`src/rtl/program_loader_pkg.sv`:
```
// rtl/program_loader_pkg.sv - shared state encoding and constants for the program loader
package program_loader_pkg;

    typedef enum logic [2:0] {
        ST_IDLE  = 3'd0,
        ST_RECV  = 3'd1,
        ST_WRITE = 3'd2,
        ST_DONE  = 3'd3,
        ST_ERROR = 3'd4
    } loader_state_e;

    localparam int          BYTES_PER_WORD    = 4;
    // Also used by the fetch-side program memory for its address correction.
    localparam logic [31:0] TEXT_BASE_ADDRESS = 32'h0040_0000;

endpackage

```
`src/rtl/program_loader_assembler.sv`:
```
// rtl/program_loader_assembler.sv - big-endian byte-to-word assembler
module byte_assembler
    import program_loader_pkg::*;
(
    input  logic        clk,
    input  logic        reset,
    input  logic        clear_i,
    input  logic        shift_i,
    input  logic [7:0]  byte_i,
    output logic [31:0] word_o,
    output logic        last_byte_o,
    output logic        word_ready_o
);

    logic [1:0]  byte_cnt_q;
    logic [31:0] word_q;
    logic        word_ready_q;

    // High while the byte being shifted in completes the current word.
    assign last_byte_o  = (byte_cnt_q == 2'(BYTES_PER_WORD - 1));
    assign word_o       = word_q;
    assign word_ready_o = word_ready_q;

    always_ff @(posedge clk or posedge reset) begin
        if (reset) begin
            byte_cnt_q   <= 2'd0;
            word_q       <= 32'd0;
            word_ready_q <= 1'b0;
        end else if (clear_i) begin
            byte_cnt_q   <= 2'd0;
            word_ready_q <= 1'b0;
        end else if (shift_i) begin
            word_q       <= {word_q[23:0], byte_i};
            byte_cnt_q   <= byte_cnt_q + 2'd1;
            word_ready_q <= last_byte_o;
        end
    end

endmodule

```
`src/rtl/program_loader.sv`:
```
// rtl/program_loader.sv - streams a program image into program memory while holding the CPU
module program_loader
    import program_loader_pkg::*;
#(
    parameter int          MEMORY_DEPTH = 32,
    parameter int          DATA_WIDTH   = 32,
    parameter logic [31:0] BASE_ADDRESS = TEXT_BASE_ADDRESS
) (
    input  logic                  clk,
    input  logic                  reset,
    input  logic                  start_i,
    input  logic [15:0]           word_count_i,
    input  logic [7:0]            byte_i,
    input  logic                  byte_valid_i,
    output logic                  byte_ready_o,
    output logic                  mem_write_o,
    output logic [DATA_WIDTH-1:0] mem_address_o,
    output logic [DATA_WIDTH-1:0] mem_data_o,
    output logic                  cpu_hold_o,
    output logic                  busy_o,
    output logic                  done_o,
    output logic                  error_o
);

    localparam logic [DATA_WIDTH-1:0] ADDR_STEP = DATA_WIDTH'(BYTES_PER_WORD);

    loader_state_e         state_q, state_d;
    logic [DATA_WIDTH-1:0] addr_q, addr_d;
    logic [15:0]           remaining_q, remaining_d;

    logic        asm_clear;
    logic        asm_shift;
    logic        asm_last_byte;
    logic        asm_word_ready;
    logic [31:0] asm_word;

    byte_assembler u_assembler (
        .clk          (clk),
        .reset        (reset),
        .clear_i      (asm_clear),
        .shift_i      (asm_shift),
        .byte_i       (byte_i),
        .word_o       (asm_word),
        .last_byte_o  (asm_last_byte),
        .word_ready_o (asm_word_ready)
    );

    always_ff @(posedge clk or posedge reset) begin
        if (reset) begin
            state_q     <= ST_IDLE;
            addr_q      <= BASE_ADDRESS;
            remaining_q <= 16'd0;
        end else begin
            state_q     <= state_d;
            addr_q      <= addr_d;
            remaining_q <= remaining_d;
        end
    end

    always_comb begin
        state_d     = state_q;
        addr_d      = addr_q;
        remaining_d = remaining_q;
        asm_clear   = 1'b0;
        asm_shift   = 1'b0;
        case (state_q)
            ST_IDLE, ST_DONE, ST_ERROR: begin
                if (start_i) begin
                    if (word_count_i == 16'd0) begin
                        state_d = ST_DONE;
                    end else if ({16'd0, word_count_i} > MEMORY_DEPTH) begin
                        state_d = ST_ERROR;
                    end else begin
                        state_d     = ST_RECV;
                        remaining_d = word_count_i;
                        addr_d      = BASE_ADDRESS;
                        asm_clear   = 1'b1;
                    end
                end
            end
            ST_RECV: begin
                if (byte_valid_i) begin
                    asm_shift = 1'b1;
                    if (asm_last_byte) begin
                        state_d = ST_WRITE;
                    end
                end
            end
            ST_WRITE: begin
                remaining_d = remaining_q - 16'd1;
                // Address is held on the last word so it never points past the image.
                if (remaining_q == 16'd1) begin
                    state_d = ST_DONE;
                end else begin
                    state_d = ST_RECV;
                    addr_d  = addr_q + ADDR_STEP;
                end
            end
            default: state_d = ST_IDLE;
        endcase
    end

    assign byte_ready_o  = (state_q == ST_RECV);
    assign mem_write_o   = (state_q == ST_WRITE) && asm_word_ready;
    assign mem_address_o = addr_q;
    assign mem_data_o    = DATA_WIDTH'(asm_word);
    assign cpu_hold_o    = (state_q != ST_DONE);
    assign busy_o        = (state_q == ST_RECV) || (state_q == ST_WRITE);
    assign done_o        = (state_q == ST_DONE);
    assign error_o       = (state_q == ST_ERROR);

endmodule

```
`config.mk`:
```
export PLATFORM = sky130hd
export DESIGN_NAME = program_loader
export DESIGN_NICKNAME = d
export VERILOG_FILES = /design/src/rtl/program_loader_pkg.sv /design/src/rtl/program_loader_assembler.sv /design/src/rtl/program_loader.sv
export SDC_FILE = /design/constraint.sdc
export NUM_CORES = 1
export LEC_CHECK = 0
export ABC_AREA = 1
export BUFFER_PORTS_ARGS = -buffer_cell sky130_fd_sc_hd__buf_2
export CORE_MARGIN = 5
export CORE_UTILIZATION = 55
export CTS_CLUSTER_SIZE = 10
export DETAILED_ROUTE_END_ITERATION = 12
export PLACE_DENSITY = 0.8
export SETUP_SLACK_MARGIN = 0.05
export SYNTH_ARGS = -nofsm -noshare
export SYNTH_HDL_FRONTEND = slang
export SYNTH_HIERARCHICAL = 1
export SYNTH_SLANG_ARGS = --single-unit
```
`constraint.sdc`:
```
create_clock -name clk -period 2.4 [get_ports clk]
set_clock_uncertainty 0.15 [all_clocks]
set_input_delay 0.48 -clock clk [delete_from_list [all_inputs] [get_ports clk]]
set_output_delay 0.48 -clock clk [all_outputs]
set_load 0.01 [all_outputs]
```
# ---- Yosys cells after proc, flatten, opt, wreduce, memory -nomap -nowiden
# Cells that the tools add are included.
dict set report totals {
  out_inout_bits 70
  reg_bits 86
  wordCells 61
  input_bits 28
}
dict set report classes {
  n_addsub 3
  mux 26
  n_lt_le_gt_ge 1
  n_reduce_logical 11
  bitwise_logic 1
  eq_ne 13
}
# op count
set ops {}
lappend ops {{$mux W32} 4}
lappend ops {{$pmux W32 S2} 1}
lappend ops {{$mux W16} 3}
lappend ops {{$add A32 B3 Y32 const B} 1}
lappend ops {{$pmux W16 S2} 1}
lappend ops {{$eq A16 B1 Y1 const B} 1}
lappend ops {{$gt A16 B6 Y1 const B} 1}
lappend ops {{$logic_not A16 Y1} 1}
lappend ops {{$sub A16 B1 Y16 const B} 1}
lappend ops {{$mux W3} 5}
lappend ops {{$ne A2 B2 Y1 const B} 5}
lappend ops {{$pmux W3 S3} 1}
lappend ops {{$mux W1} 8}
lappend ops {{$eq A3 B2 Y1 const B} 2}
lappend ops {{$mux W2} 3}
lappend ops {{$reduce_and A5 Y1} 1}
lappend ops {{$reduce_and A4 Y1} 1}
lappend ops {{$reduce_bool A2 Y1} 2}
lappend ops {{$eq A3 B1 Y1 const B} 1}
lappend ops {{$eq A3 B3 Y1 const B} 1}
lappend ops {{$logic_not A3 Y1} 1}
lappend ops {{$ne A3 B2 Y1 const B} 1}
lappend ops {{$reduce_and A3 Y1} 1}
lappend ops {{$reduce_or A3 Y1} 1}
lappend ops {{other kinds (7)} 7}

# ---- Logic depth before layout (Yosys ltp)
# Gate-level depths: netlist of run 1.
dict set report depth {
  ltp_word 7
  ltp_mapped 13
  ltp_nobuf 12
}

# ---- Modules after synthesis
# The synthesis of run 1 kept the hierarchy.
# mod seq_area_each_um2 cells_per_inst area_per_inst_um2 instances
set by_module_without_submodules {}
lappend by_module_without_submodules {program_loader 1227.4 547 3393.3 1}
lappend by_module_without_submodules {byte_assembler 875.8 156 1626.6 1}

# ---- Worst setup path before layout of run 1
# Ideal clock, no wire load.
dict set report synth_path {
  path_type {input to register}
  startpoint {input port word_count_i[12]}
  endpoint {register u_assembler.word_q[11], in the netlist u_assembler/word_o[11]}
  slack_ns 0.559
  required_time_ns 2.134
  cell_stages 11
  setup_ns 0.116
  n_path_buf 1
  arrival_time_ns 1.576
  cell_sequence {nor2_1 > nand2_1 > nor2_1 > nand2_1 > nand2_1 > nand2_1 > nor2_1 > inv_4 > buf_4 > nand3_1 > nand2_2}
}
dict set report synth_between {
  elab_chain_cells 7
  elab_cells_between_ends 8
  classes_between {order compare (1); mux (4); bitwise (1); reduce/logical (2)}
}
# element line
set synth_rtl {}
lappend synth_rtl {{start: declaration} program_loader.sv:12} ;# input logic [15:0] word_count_i,
lappend synth_rtl {{$gt A16 B6 Y1} program_loader.sv:71} ;# end else if ({16'd0, word_count_i} > MEMORY_DEPTH) begin
lappend synth_rtl {{$mux W1} program_loader.sv:71}
lappend synth_rtl {{$mux W1 *} program_loader.sv:69} ;# if (word_count_i == 16'd0) begin
lappend synth_rtl {{$mux W1 *} program_loader.sv:68} ;# if (start_i) begin
lappend synth_rtl {{$mux W1 *} program_loader.sv:66} ;# case (state_q)
lappend synth_rtl {{named net asm_clear} program_loader.sv:31} ;# logic asm_clear;
lappend synth_rtl {{$not A1 Y1 (no line) *} --}
lappend synth_rtl {{$reduce_and A2 Y1 (no line) *} --}
lappend synth_rtl {{end signal: assignment} program_loader_assembler.sv:33} ;# word_q <= {word_q[23:0], byte_i};
lappend synth_rtl {{end: declaration} program_loader_assembler.sv:16} ;# logic [31:0] word_q;
# Mark *: on every way through the listed nets, which the timed path passes. The rest lies on a longest branch.
# A chain may end at the register's enable or synchronous reset.

# ---- Final worst setup path of run 1
dict set report layout_path {
  startpoint {register state_q[2]}
  endpoint {output port mem_write_o}
}
dict set report layout_between {
  elab_chain_cells 2
}
# element line
set layout_rtl {}
lappend layout_rtl {{start: declaration} program_loader.sv:27} ;# loader_state_e state_q, state_d;
lappend layout_rtl {{start signal: assignment} program_loader.sv:54} ;# state_q <= state_d;
lappend layout_rtl {{$eq A3 B2 Y1} program_loader.sv:104} ;# assign mem_write_o = (state_q == ST_WRITE) && asm_word_ready;
lappend layout_rtl {{$logic_and A1 B1 Y1} program_loader.sv:104}
lappend layout_rtl {{end: declaration} program_loader.sv:16} ;# output logic mem_write_o,
# No other way between the ends.

==> impl_metrics.json, run 1 <==
{
  "status": "finished clean",
  "wl_met2_um": 5590,
  "swShare_pct": 23.8,
  "worst-path-buf-inv": 3,
  "powerDensity_nw_per_um2": 470,
  "end_kind": "output pin",
  "p_seq_share_pct": 53.0,
  "grt_pass1_wl_um": 20600,
  "coreArea_um2": 8810,
  "rows": 34,
  "nFillCells": 778,
  "max_freq_mhz": 466,
  "final_cell_mix": "229 x nand2_1, 97 x nand3_1, 95 x buf_2, 89 x nor2_1, 83 x dfrtp_1",
  "detail-route-antenna-nets": 0,
  "grt_pass1_vias": 4582,
  "path_clk_slew_ps": 90,
  "yosysSeqAreaShare_pct": 41.9,
  "hold_path.class": "primary input to async pin",
  "yosysWarnings": 6,
  "timing.final.ws_setup_ps": 254,
  "vias": 4806,
  "power.total_uw": 2720,
  "met3_length_um": 785,
  "cp_max_fo": 9,
  "power_frac_clock_pct": 42.9,
  "antenna_found_initial": 0,
  "die_w_um": 106,
  "yosys_register_bits": 84,
  "regToRegSetupSlack_ps": 370,
  "drt_wl_total_um": 11900,
  "cpPeakStageDelay_ps": 410,
  "avgSynthCellArea_um2": 7.14,
  "cp-start-kind": "register",
  "reg2reg_depth": 11,
  "gp_congestion": 0.951,
  "drtIter0Drc": 265,
  "peakVddDrop_mv": 0.259,
  "nNetsFinal": 834,
  "wl_per_cell_um": 13.0,
  "io_pins": 98,
  "initial_utilization_pct": 57.0,
  "wl_met1_um": 5270,
  "finish.utilization_pct": 65.7,
  "viasPerCell": 5.25,
  "max-slew-margin-rel_pct": 62.1,
  "yosys.area_share.xor_xnor_pct": 0.523,
  "synthCells": 703,
  "synth_top_family_by_area": "simple AND/OR/NAND/NOR gates",
  "route.detailed.drc": 0,
  "final_common_cell": "nand2_1",
  "firstDrtPassIters": 5,
  "grtUsageTotal_pct": 22.1,
  "grt_max_degree": 60,
  "r2r_start": "state_q[0]$_DFFE_PP0P_",
  "crit_family": "flip-flops",
  "crit_chain": "inv_2, nand2_1, nor2_4, clkinvlp_4, nor2_1, buf_2",
  "synth_compound_area_share_pct": 4.71,
  "final-hold-violation-count": 0,
  "cts_tree": "built",
  "worstPathRequired_ps": 1770,
  "worstMarginPinSlew_ps": 568,
  "r2r_end": "u_assembler/word_o[9]$_DFFE_PP0P_",
  "die-area_um2": 11100,
  "maxCapViolCount": 0,
  "comb_power_share_pct": 4.0,
  "synthSimpleGateAreaFrac_pct": 44.0,
  "dp_hpwl_um": 8880,
  "finalSetupViolations": 0,
  "syn2layout_area_growth_pct": 15.3,
  "drive_gt1_share_pct": 26.0,
  "switching_power_uw": 649,
  "critical_path_class": "register to output pin",
  "antenna_cells": 0,
  "clock_latency_ps": 360,
  "totalNegativeSetupSlack_ps": 0,
  "root_buffer": "clkbuf_8",
  "synth_fa_ha_area_share_pct": 0.997,
  "synthMuxAreaShare_pct": 0,
  "critPathSlowestCell": "dfrtp_1",
  "postCtsHoldBufs": 0,
  "cts_buffers": 9,
  "internal_power_uw": 2070,
  "finalCritPeriodShare_pct": 89.4,
  "slew_violations": 0,
  "fp.dieH_um": 106,
  "ys_types": 34,
  "final.min_clock_period_ps": 2150,
  "clock-sinks": 84,
  "highest_layer": "met4",
  "rsz0062_at_grt": "false",
  "holdWs_ps": 27.6,
  "synth_area_um2": 5020,
  "worstPathArrival_ps": 1520,
  "grt_overflow": 0,
  "post-place-ws_ps": 195,
  "portBuffers": 95,
  "cts-htree-levels": 3,
  "leakage_uw": 0.00284,
  "clock_path_buffers": 2
}
==> final cells by class <==
cell class	instances	area, um2	area share [%]
Multi-Input combinational cell	551	2540	43.9
Inverter	45	175	3.03
Timing Repair Buffer	111	608	10.5
Sequential cell	84	2100	36.3
Tap cell	108	135	2.33
Clock inverter	7	105	1.82
Clock buffer	9	124	2.14
==> metrics by stage <==
| stage | cells | area, um2 |
|---|---|---|
| 3_5_place_dp | 894 | 5510 |
| 2_1_floorplan | 704 | 5020 |
| 6_report | 915 | 5790 |
| 5_1_grt | 915 | 5790 |
| 3_3_place_gp | 894 | 5510 |
| 4_1_cts | 910 | 5750 |
==> worst max-delay path by stage <==
stage                            from                                 end  slack (ps)  depth (start not counted)
2_1_floorplan        word_count_i[12]  u_assembler/word_o[11]$_DFFE_PP0P_         560                         11
3_3_place_gp         word_count_i[12]  u_assembler/word_o[29]$_DFFE_PP0P_         250                         12
3_5_place_dp         word_count_i[12]  u_assembler/word_o[20]$_DFFE_PP0P_         200                         12
4_1_cts        state_q[2]$_DFFE_PP0P_                         mem_write_o          70                          6
5_1_grt        state_q[2]$_DFFE_PP0P_                         mem_write_o         150                          6
6_report       state_q[2]$_DFFE_PP0P_                         mem_write_o         250                          6
==> synth_stat cells <==
| cell type | instances | share of area [%] |
|---|---|---|
| nand2_4 | 1 | 0.22 |
| nand2_2 | 53 | 6.6 |
| a21o_1 | 1 | 0.15 |
| dfrtp_1 | 83 | 41 |
| buf_6 | 3 | 0.67 |
| nand3_1 | 97 | 9.7 |
| o211ai_1 | 1 | 0.15 |
| nand3b_1 | 2 | 0.30 |
| inv_4 | 1 | 0.12 |
| buf_12 | 3 | 1.2 |
| o21ai_1 | 10 | 1.0 |
| nand2_1 | 229 | 17 |
| clkbuf_8 | 3 | 0.82 |
| inv_1 | 41 | 3.1 |
| nor2_1 | 90 | 6.7 |
| a21oi_1 | 3 | 0.30 |
| nor3_1 | 3 | 0.30 |
| buf_2 | 3 | 0.30 |
| or2_2 | 17 | 2.1 |
| nand4_1 | 2 | 0.25 |
| o21bai_1 | 1 | 0.15 |
| o21ai_2 | 1 | 0.17 |
| buf_4 | 6 | 0.90 |
| inv_2 | 3 | 0.22 |
| nor2_2 | 1 | 0.12 |
| xor2_1 | 1 | 0.17 |
| clkbuf_1 | 6 | 0.45 |
| nand3_2 | 1 | 0.20 |
| o21ai_0 | 28 | 2.8 |
| ha_1 | 4 | 1.0 |
| xnor2_1 | 2 | 0.35 |
| nand2_8 | 1 | 0.40 |
| dfstp_2 | 1 | 0.52 |
| conb_1 | 1 | 0.075 |
==> flip-flops by register name, indices dropped and copies added (netlist names) <==
name and flops:
mem_address_o 30, remaining_q 16, state_q 3, u_assembler/byte_cnt_q 2, u_assembler/word_o 32, u_assembler/word_ready_o 1
==> worst register-to-register path, delay by kind of cell, from the launching register on <==
kind	cells	cell delay (ps)
simple gates	7	920
flops	1	450
buf+inv	3	380
compound gates	1	90
==> layer usage <==
layer,GRT usage [%],vias to the layer above
li1,-,2419
met4,8.70,0
met5,0,-
met2,36.2,134
met1,28.9,2229
met3,4.65,24
==> repair_timing <==
item	4_1_cts	5_1_grt
setup buffers	0	5
endpoints found under the hold margin	0	0
pin swaps	0	1
setup endpoints to repair	2	2
resized for setup	1	1
==> kinds of logic (layout without fill, tap and decap cells) <==
logic type | count (synthesis) | count (layout)
AOI/OAI and AO/OA | 45 | 45
and+or+nand+nor | 497 | 497
xor gates and xnor gates | 3 | 3
adders and majority gates | 4 | 4
other | 1 | 2
buffers and inverters | 69 | 172
DFF | 84 | 84
==> power groups by stage <==
stage | clock, uW | sequential [uW] | combinational (uW)
floorplan | 0 | 1470 | 58.3
global route | 1260 | 1450 | 128
CTS | 1190 | 1440 | 112
detailed placement | 0 | 1470 | 112
finish | 1170 | 1440 | 110
global placement | 0 | 1470 | 109
Note: power is estimated with default switching activity, not from simulation.
==> inputs of run 2 (changes only) <==
--- a/config.mk
+++ b/config.mk
@@ -11,7 +11,7 @@
 export CORE_UTILIZATION = 55
 export CTS_CLUSTER_SIZE = 10
 export DETAILED_ROUTE_END_ITERATION = 12
-export PLACE_DENSITY = 0.8
+export PLACE_DENSITY = 0.92
 export SETUP_SLACK_MARGIN = 0.05
 export SYNTH_ARGS = -nofsm -noshare
 export SYNTH_HDL_FRONTEND = slang
==> run 2 against run 1 <==
  * First-iteration DRC count decreased by 2.3%
  * Cell count down 0.87%
  * Core utilization decreased by 0.71 points
  * Hold slack lost 16 ps
  * Critical endpoint is now busy_o
==> impl_metrics.json, run 2 (synthesized netlist as in run 1, its figures left out) <==
{
  "crit_chain": "inv_2, nor3_1, inv_1, nand2_1, buf_2",
  "comb_power_share_pct": 4.1,
  "largest_register_ffs": 32,
  "finalSetupViolations": 0,
  "finish.utilization_pct": 65.0,
  "holdWs_ps": 11.5,
  "maxCapViolCount": 0,
  "antenna_found_initial": 0,
  "max_freq_mhz": 472,
  "viasPerCell": 5.22,
  "clock_path_buffers": 2,
  "antenna_cells": 0,
  "place_area_um2": 5500,
  "grt_pass1_wl_um": 20300,
  "post-place-ws_ps": 219,
  "vias": 4734,
  "fin_area_um2": 5730,
  "initial_utilization_pct": 57.0,
  "worstPathRequired_ps": 1770,
  "detail-route-antenna-nets": 0,
  "cts-htree-levels": 3,
  "coreArea_um2": 8810,
  "clock-sinks": 84,
  "cts.repair.resized": 0,
  "cp-start-kind": "register",
  "root_buffer": "clkbuf_8",
  "internal_power_uw": 2070,
  "portBuffers": 95,
  "finalCritPeriodShare_pct": 88.3,
  "slew_violations": 0,
  "fp.dieH_um": 106,
  "die_w_um": 106,
  "drive_gt1_share_pct": 25.0,
  "p_seq_share_pct": 53.8,
  "postCtsHoldBufs": 0,
  "leakage_uw": 0.00281,
  "end_kind": "output pin",
  "switching_power_uw": 617,
  "grt_max_degree": 60,
  "powerDensity_nw_per_um2": 469,
  "drt_wl_total_um": 11700,
  "wl_per_cell_um": 12.9,
  "drtIter0Drc": 259,
  "nNetsFinal": 826,
  "worstPathArrival_ps": 1490,
  "worst-path-buf-inv": 3,
  "crit_family": "flip-flops",
  "final_common_cell": "nand2_1",
  "critical_path_class": "register to output pin",
  "cts_setup_buffers": 0,
  "final-hold-violation-count": 0,
  "dp_hpwl_um": 8490,
  "power_frac_clock_pct": 42.1,
  "swShare_pct": 23.0,
  "peakVddDrop_mv": 0.355,
  "cpPeakStageDelay_ps": 430,
  "timing.final.ws_setup_ps": 280,
  "route.detailed.drc": 0,
  "die-area_um2": 11100,
  "nFillCells": 753,
  "critPathSlowestCell": "dfrtp_1",
  "path_clk_slew_ps": 80,
  "gp_congestion": 0.885,
  "final.min_clock_period_ps": 2120,
  "rsz0062_at_grt": "false",
  "firstDrtPassIters": 5,
  "cp_max_fo": 4,
  "syn2layout_area_growth_pct": 14.1,
  "final_cell_mix": "229 x nand2_1, 97 x nand3_1, 95 x buf_2, 89 x nor2_1, 83 x dfrtp_1",
  "grtUsageTotal_pct": 21.8,
  "clock_latency_ps": 360,
  "totalNegativeSetupSlack_ps": 0,
  "grt_overflow": 0,
  "grt_pass1_vias": 4437,
  "cts_buffers": 9,
  "rows": 34,
  "status": "finished clean",
  "hold_path.class": "primary input to async pin",
  "io_pins": 98,
  "cts_tree": "built"
}
-- run 2: tightest hold or removal path: cells and delay by family --
kind                   cells  cell delay [ps]
buffers and inverters      3              420
-- run 2: worst paths after layout --
path	from	end	slack, ps	cells past startpoint
hold reg to reg	u_assembler/word_ready_o$_DFFE_PP0P_	u_assembler/word_ready_o$_DFFE_PP0P_	330	2
hold / removal	reset	state_q[0]$_DFFE_PP0P_	10	3
min in group clk	byte_i[7]	u_assembler/word_o[7]$_DFFE_PP0P_	190	3
max in group asynchronous	reset	u_assembler/word_o[28]$_DFFE_PP0P_	1730	3
setup / recovery	state_q[0]$_DFFE_PP0P_	busy_o	280	5
setup reg to reg	state_q[0]$_DFFE_PP0P_	u_assembler/word_o[30]$_DFFE_PP0P_	360	7
-- run 2: layout make-up --
class	count	area (um2)	share of cell area [%]
Tap cell	108	135	2.36
Clock buffer	10	128	2.23
Timing Repair Buffer	103	561	9.79
Multi-Input combinational cell	551	2530	44.2
Sequential cell	84	2100	36.7
Clock inverter	6	95.1	1.66
Inverter	45	171	2.99
-- run 2: per-stage QoR --
stage                     power, uW  cells
after detailed placement       1580    891
after CTS                      2720    907
final                          2690    907
after global placement         1580    891
after global routing           2790    907
after floorplan                1530    704
-- run 2: per-layer routing --
metal	track usage [%]	wire, um	vias to the layer above
met5	0	0	-
met4	5.27	114	0
met3	6.54	966	13
met2	36.0	5650	157
met1	28.4	4940	2166
li1	-	-	2398
-- run 2: power groups by stage --
stage	sequential [uW]	clock, uW	combinational [uW]
floorplan	1470	0	58.3
global placement	1470	0	110
detailed placement	1470	0	113
CTS	1440	1160	114
global route	1450	1220	127
finish	1440	1130	111
==> inputs of run 3 (changes only) <==
--- a/config.mk
+++ b/config.mk
@@ -6,12 +6,13 @@
 export NUM_CORES = 1
 export LEC_CHECK = 0
 export ABC_AREA = 1
-export BUFFER_PORTS_ARGS = -buffer_cell sky130_fd_sc_hd__buf_2
 export CORE_MARGIN = 5
 export CORE_UTILIZATION = 55
 export CTS_CLUSTER_SIZE = 10
 export DETAILED_ROUTE_END_ITERATION = 12
-export PLACE_DENSITY = 0.92
+export DONT_BUFFER_PORTS = 1
+export MAX_ROUTING_LAYER = met4
+export PLACE_DENSITY = 0.82
 export SETUP_SLACK_MARGIN = 0.05
 export SYNTH_ARGS = -nofsm -noshare
 export SYNTH_HDL_FRONTEND = slang
==> run 3 against run 2 <==
  * Sequential power hardly changed
  * Via count is 4.7% lower
  * First-iteration DRC count is 27% higher
  * Critical path type unchanged
  * Combinational power is 32% lower
  * Sequential share of layout area is 3.5 points higher
  * Clock power is 20% lower
  * Core utilization is 5.7 points lower
  * Fmax is 2.6% lower
  * Highest routed layer unchanged
  * Non-clock buffer count is 90 lower
  * Clock-buffer cell count is 1 higher
  * Wire length is 0.20% higher
  * Critical path depth stayed put
==> impl_metrics.json, run 3 (synthesized netlist as in run 1, its figures left out) <==
{
  "status": "finished clean",
  "swShare_pct": 24.1,
  "grt_util_met3_pct": 6.23,
  "finalCritPeriodShare_pct": 90.7,
  "cts_buffers": 9,
  "end_kind": "output pin",
  "grt_overflow": 0,
  "dp_hpwl_um": 8660,
  "portBuffers": 0,
  "worstPathArrival_ps": 1550,
  "clock_path_buffers": 2,
  "peakVddDrop_mv": 0.291,
  "wl_per_cell_um": 14.3,
  "rsz0062_at_grt": "false",
  "cts-htree-levels": 3,
  "cts_tree": "built",
  "antenna_found_initial": 0,
  "totalNegativeSetupSlack_ps": 0,
  "grt-busiest-layer": "met2",
  "io_pins": 98,
  "internal_power_uw": 1850,
  "fp.dieH_um": 106,
  "powerDensity_nw_per_um2": 466,
  "grtUsageTotal_pct": 22.0,
  "grt_use_met2_pct": 33.8,
  "worstPathRequired_ps": 1770,
  "clock-sinks": 84,
  "drt_wl_total_um": 11700,
  "met1_usage_pct": 28.0,
  "detail-route-antenna-nets": 0,
  "syn2layout_area_growth_pct": 4.06,
  "critical_path_class": "register to output pin",
  "maxCapViolCount": 0,
  "coreArea_um2": 8810,
  "comb_power_share_pct": 3.1,
  "cp_max_fo": 12,
  "final_common_cell": "nand2_1",
  "hold_path.class": "primary input to register",
  "die-area_um2": 11100,
  "p_seq_share_pct": 59.6,
  "die_w_um": 106,
  "slew_violations": 0,
  "largest_register_ffs": 32,
  "viasPerCell": 5.53,
  "route.detailed.drc": 0,
  "path_clk_slew_ps": 90,
  "finalSetupViolations": 0,
  "nNetsFinal": 736,
  "final_cell_mix": "229 x nand2_1, 97 x nand3_1, 89 x nor2_1, 83 x dfrtp_1, 53 x nand2_2",
  "drive_gt1_share_pct": 15.3,
  "final-hold-violation-count": 0,
  "nFillCells": 754,
  "clock_latency_ps": 350,
  "vias": 4513,
  "holdWs_ps": 116,
  "power_frac_clock_pct": 37.3,
  "final.min_clock_period_ps": 2180,
  "switching_power_uw": 586,
  "antenna_cells": 0,
  "drtIter0Drc": 328,
  "initial_utilization_pct": 57.0,
  "rows": 34,
  "gp_congestion": 0.958,
  "firstDrtPassIters": 5,
  "grt_pass1_vias": 4245,
  "root_buffer": "clkbuf_8",
  "grt_pass1_wl_um": 19800,
  "grt_max_degree": 60,
  "cp-start-kind": "register",
  "max_freq_mhz": 459,
  "leakage_uw": 0.00233,
  "cts_setup_buffers": 0
}
==> run 3: cell types whose count changed in the layout (fill, tap and decap cells not counted), sizes merged <==
cell,change
clkinv,+1
inv,-2
clkinvlp,+1
dlygate4sd3,+1
bufinv,-2
buf,-91
clkbuf,+1
==> run 3: per-stage QoR <==
stage                     total power [uW]  area, um2  std cells  worst slack (ps)  util (%)
final                                 2430       5220        816               222      59.3
after CTS                             2450       5220        816               230      59.3
after global routing                  2530       5220        816              54.0      59.3
after detailed placement              1550       5050        800               172      57.3
after global placement                1550       5050        800               318      57.3
after floorplan                       1530       5020        704               559         -
==> run 3: critical path, stage by stage, from the launching register on <==
cell and delay (ps):
dfrtp_1 410, inv_2 80, nand2_1 90, nor2_2 160
inv_1 210, nor2_1 250
==> run 3: cell type report <==
type	instances	area, um2	area share, %
clock inverter	4	26.3	0.503
tap	108	135	2.59
multi-input combinational	551	2530	48.5
timing repair buffer	13	113	2.16
clock buffer	11	141	2.71
inverter	45	171	3.28
sequential	84	2100	40.3
==> run 3: timing repair <==
action                    CTS  global route
hold endpoints to repair   52             0
resized for setup           0             0
hold buffers                1             0
==> run 3: routing by layer <==
layer	up-vias	wire [um]
li1	2217	-
met1	2088	4950
met2	184	5410
met3	24	1110
met4	0	227
met5	-	0
==> run 3: path summary, 6_finish.rpt <==
path	depth (start not counted)	end	start	slack, ps
max reg2reg	11	u_assembler/word_o[10]$_DFFE_PP0P_	state_q[0]$_DFFE_PP0P_	290
min in group asynchronous	2	mem_address_o[28]$_DFFE_PP0P_	reset	450
max	5	mem_write_o	state_q[2]$_DFFE_PP0P_	220
min	2	u_assembler/word_o[0]$_DFFE_PP0P_	byte_i[0]	120
max in group asynchronous	3	mem_address_o[22]$_DFFE_PP1P_	reset	1030
min reg2reg	2	u_assembler/word_ready_o$_DFFE_PP0P_	u_assembler/word_ready_o$_DFFE_PP0P_	340
==> run 3: power by group through the flow <==
stage | logic (uW) | clock network (uW) | registers (uW)
global placement | 71.2 | 0 | 1480
floorplan | 58.3 | 0 | 1470
global route | 89.6 | 989 | 1450
CTS | 76.9 | 923 | 1450
finish | 75.0 | 908 | 1450
detailed placement | 75.0 | 0 | 1480
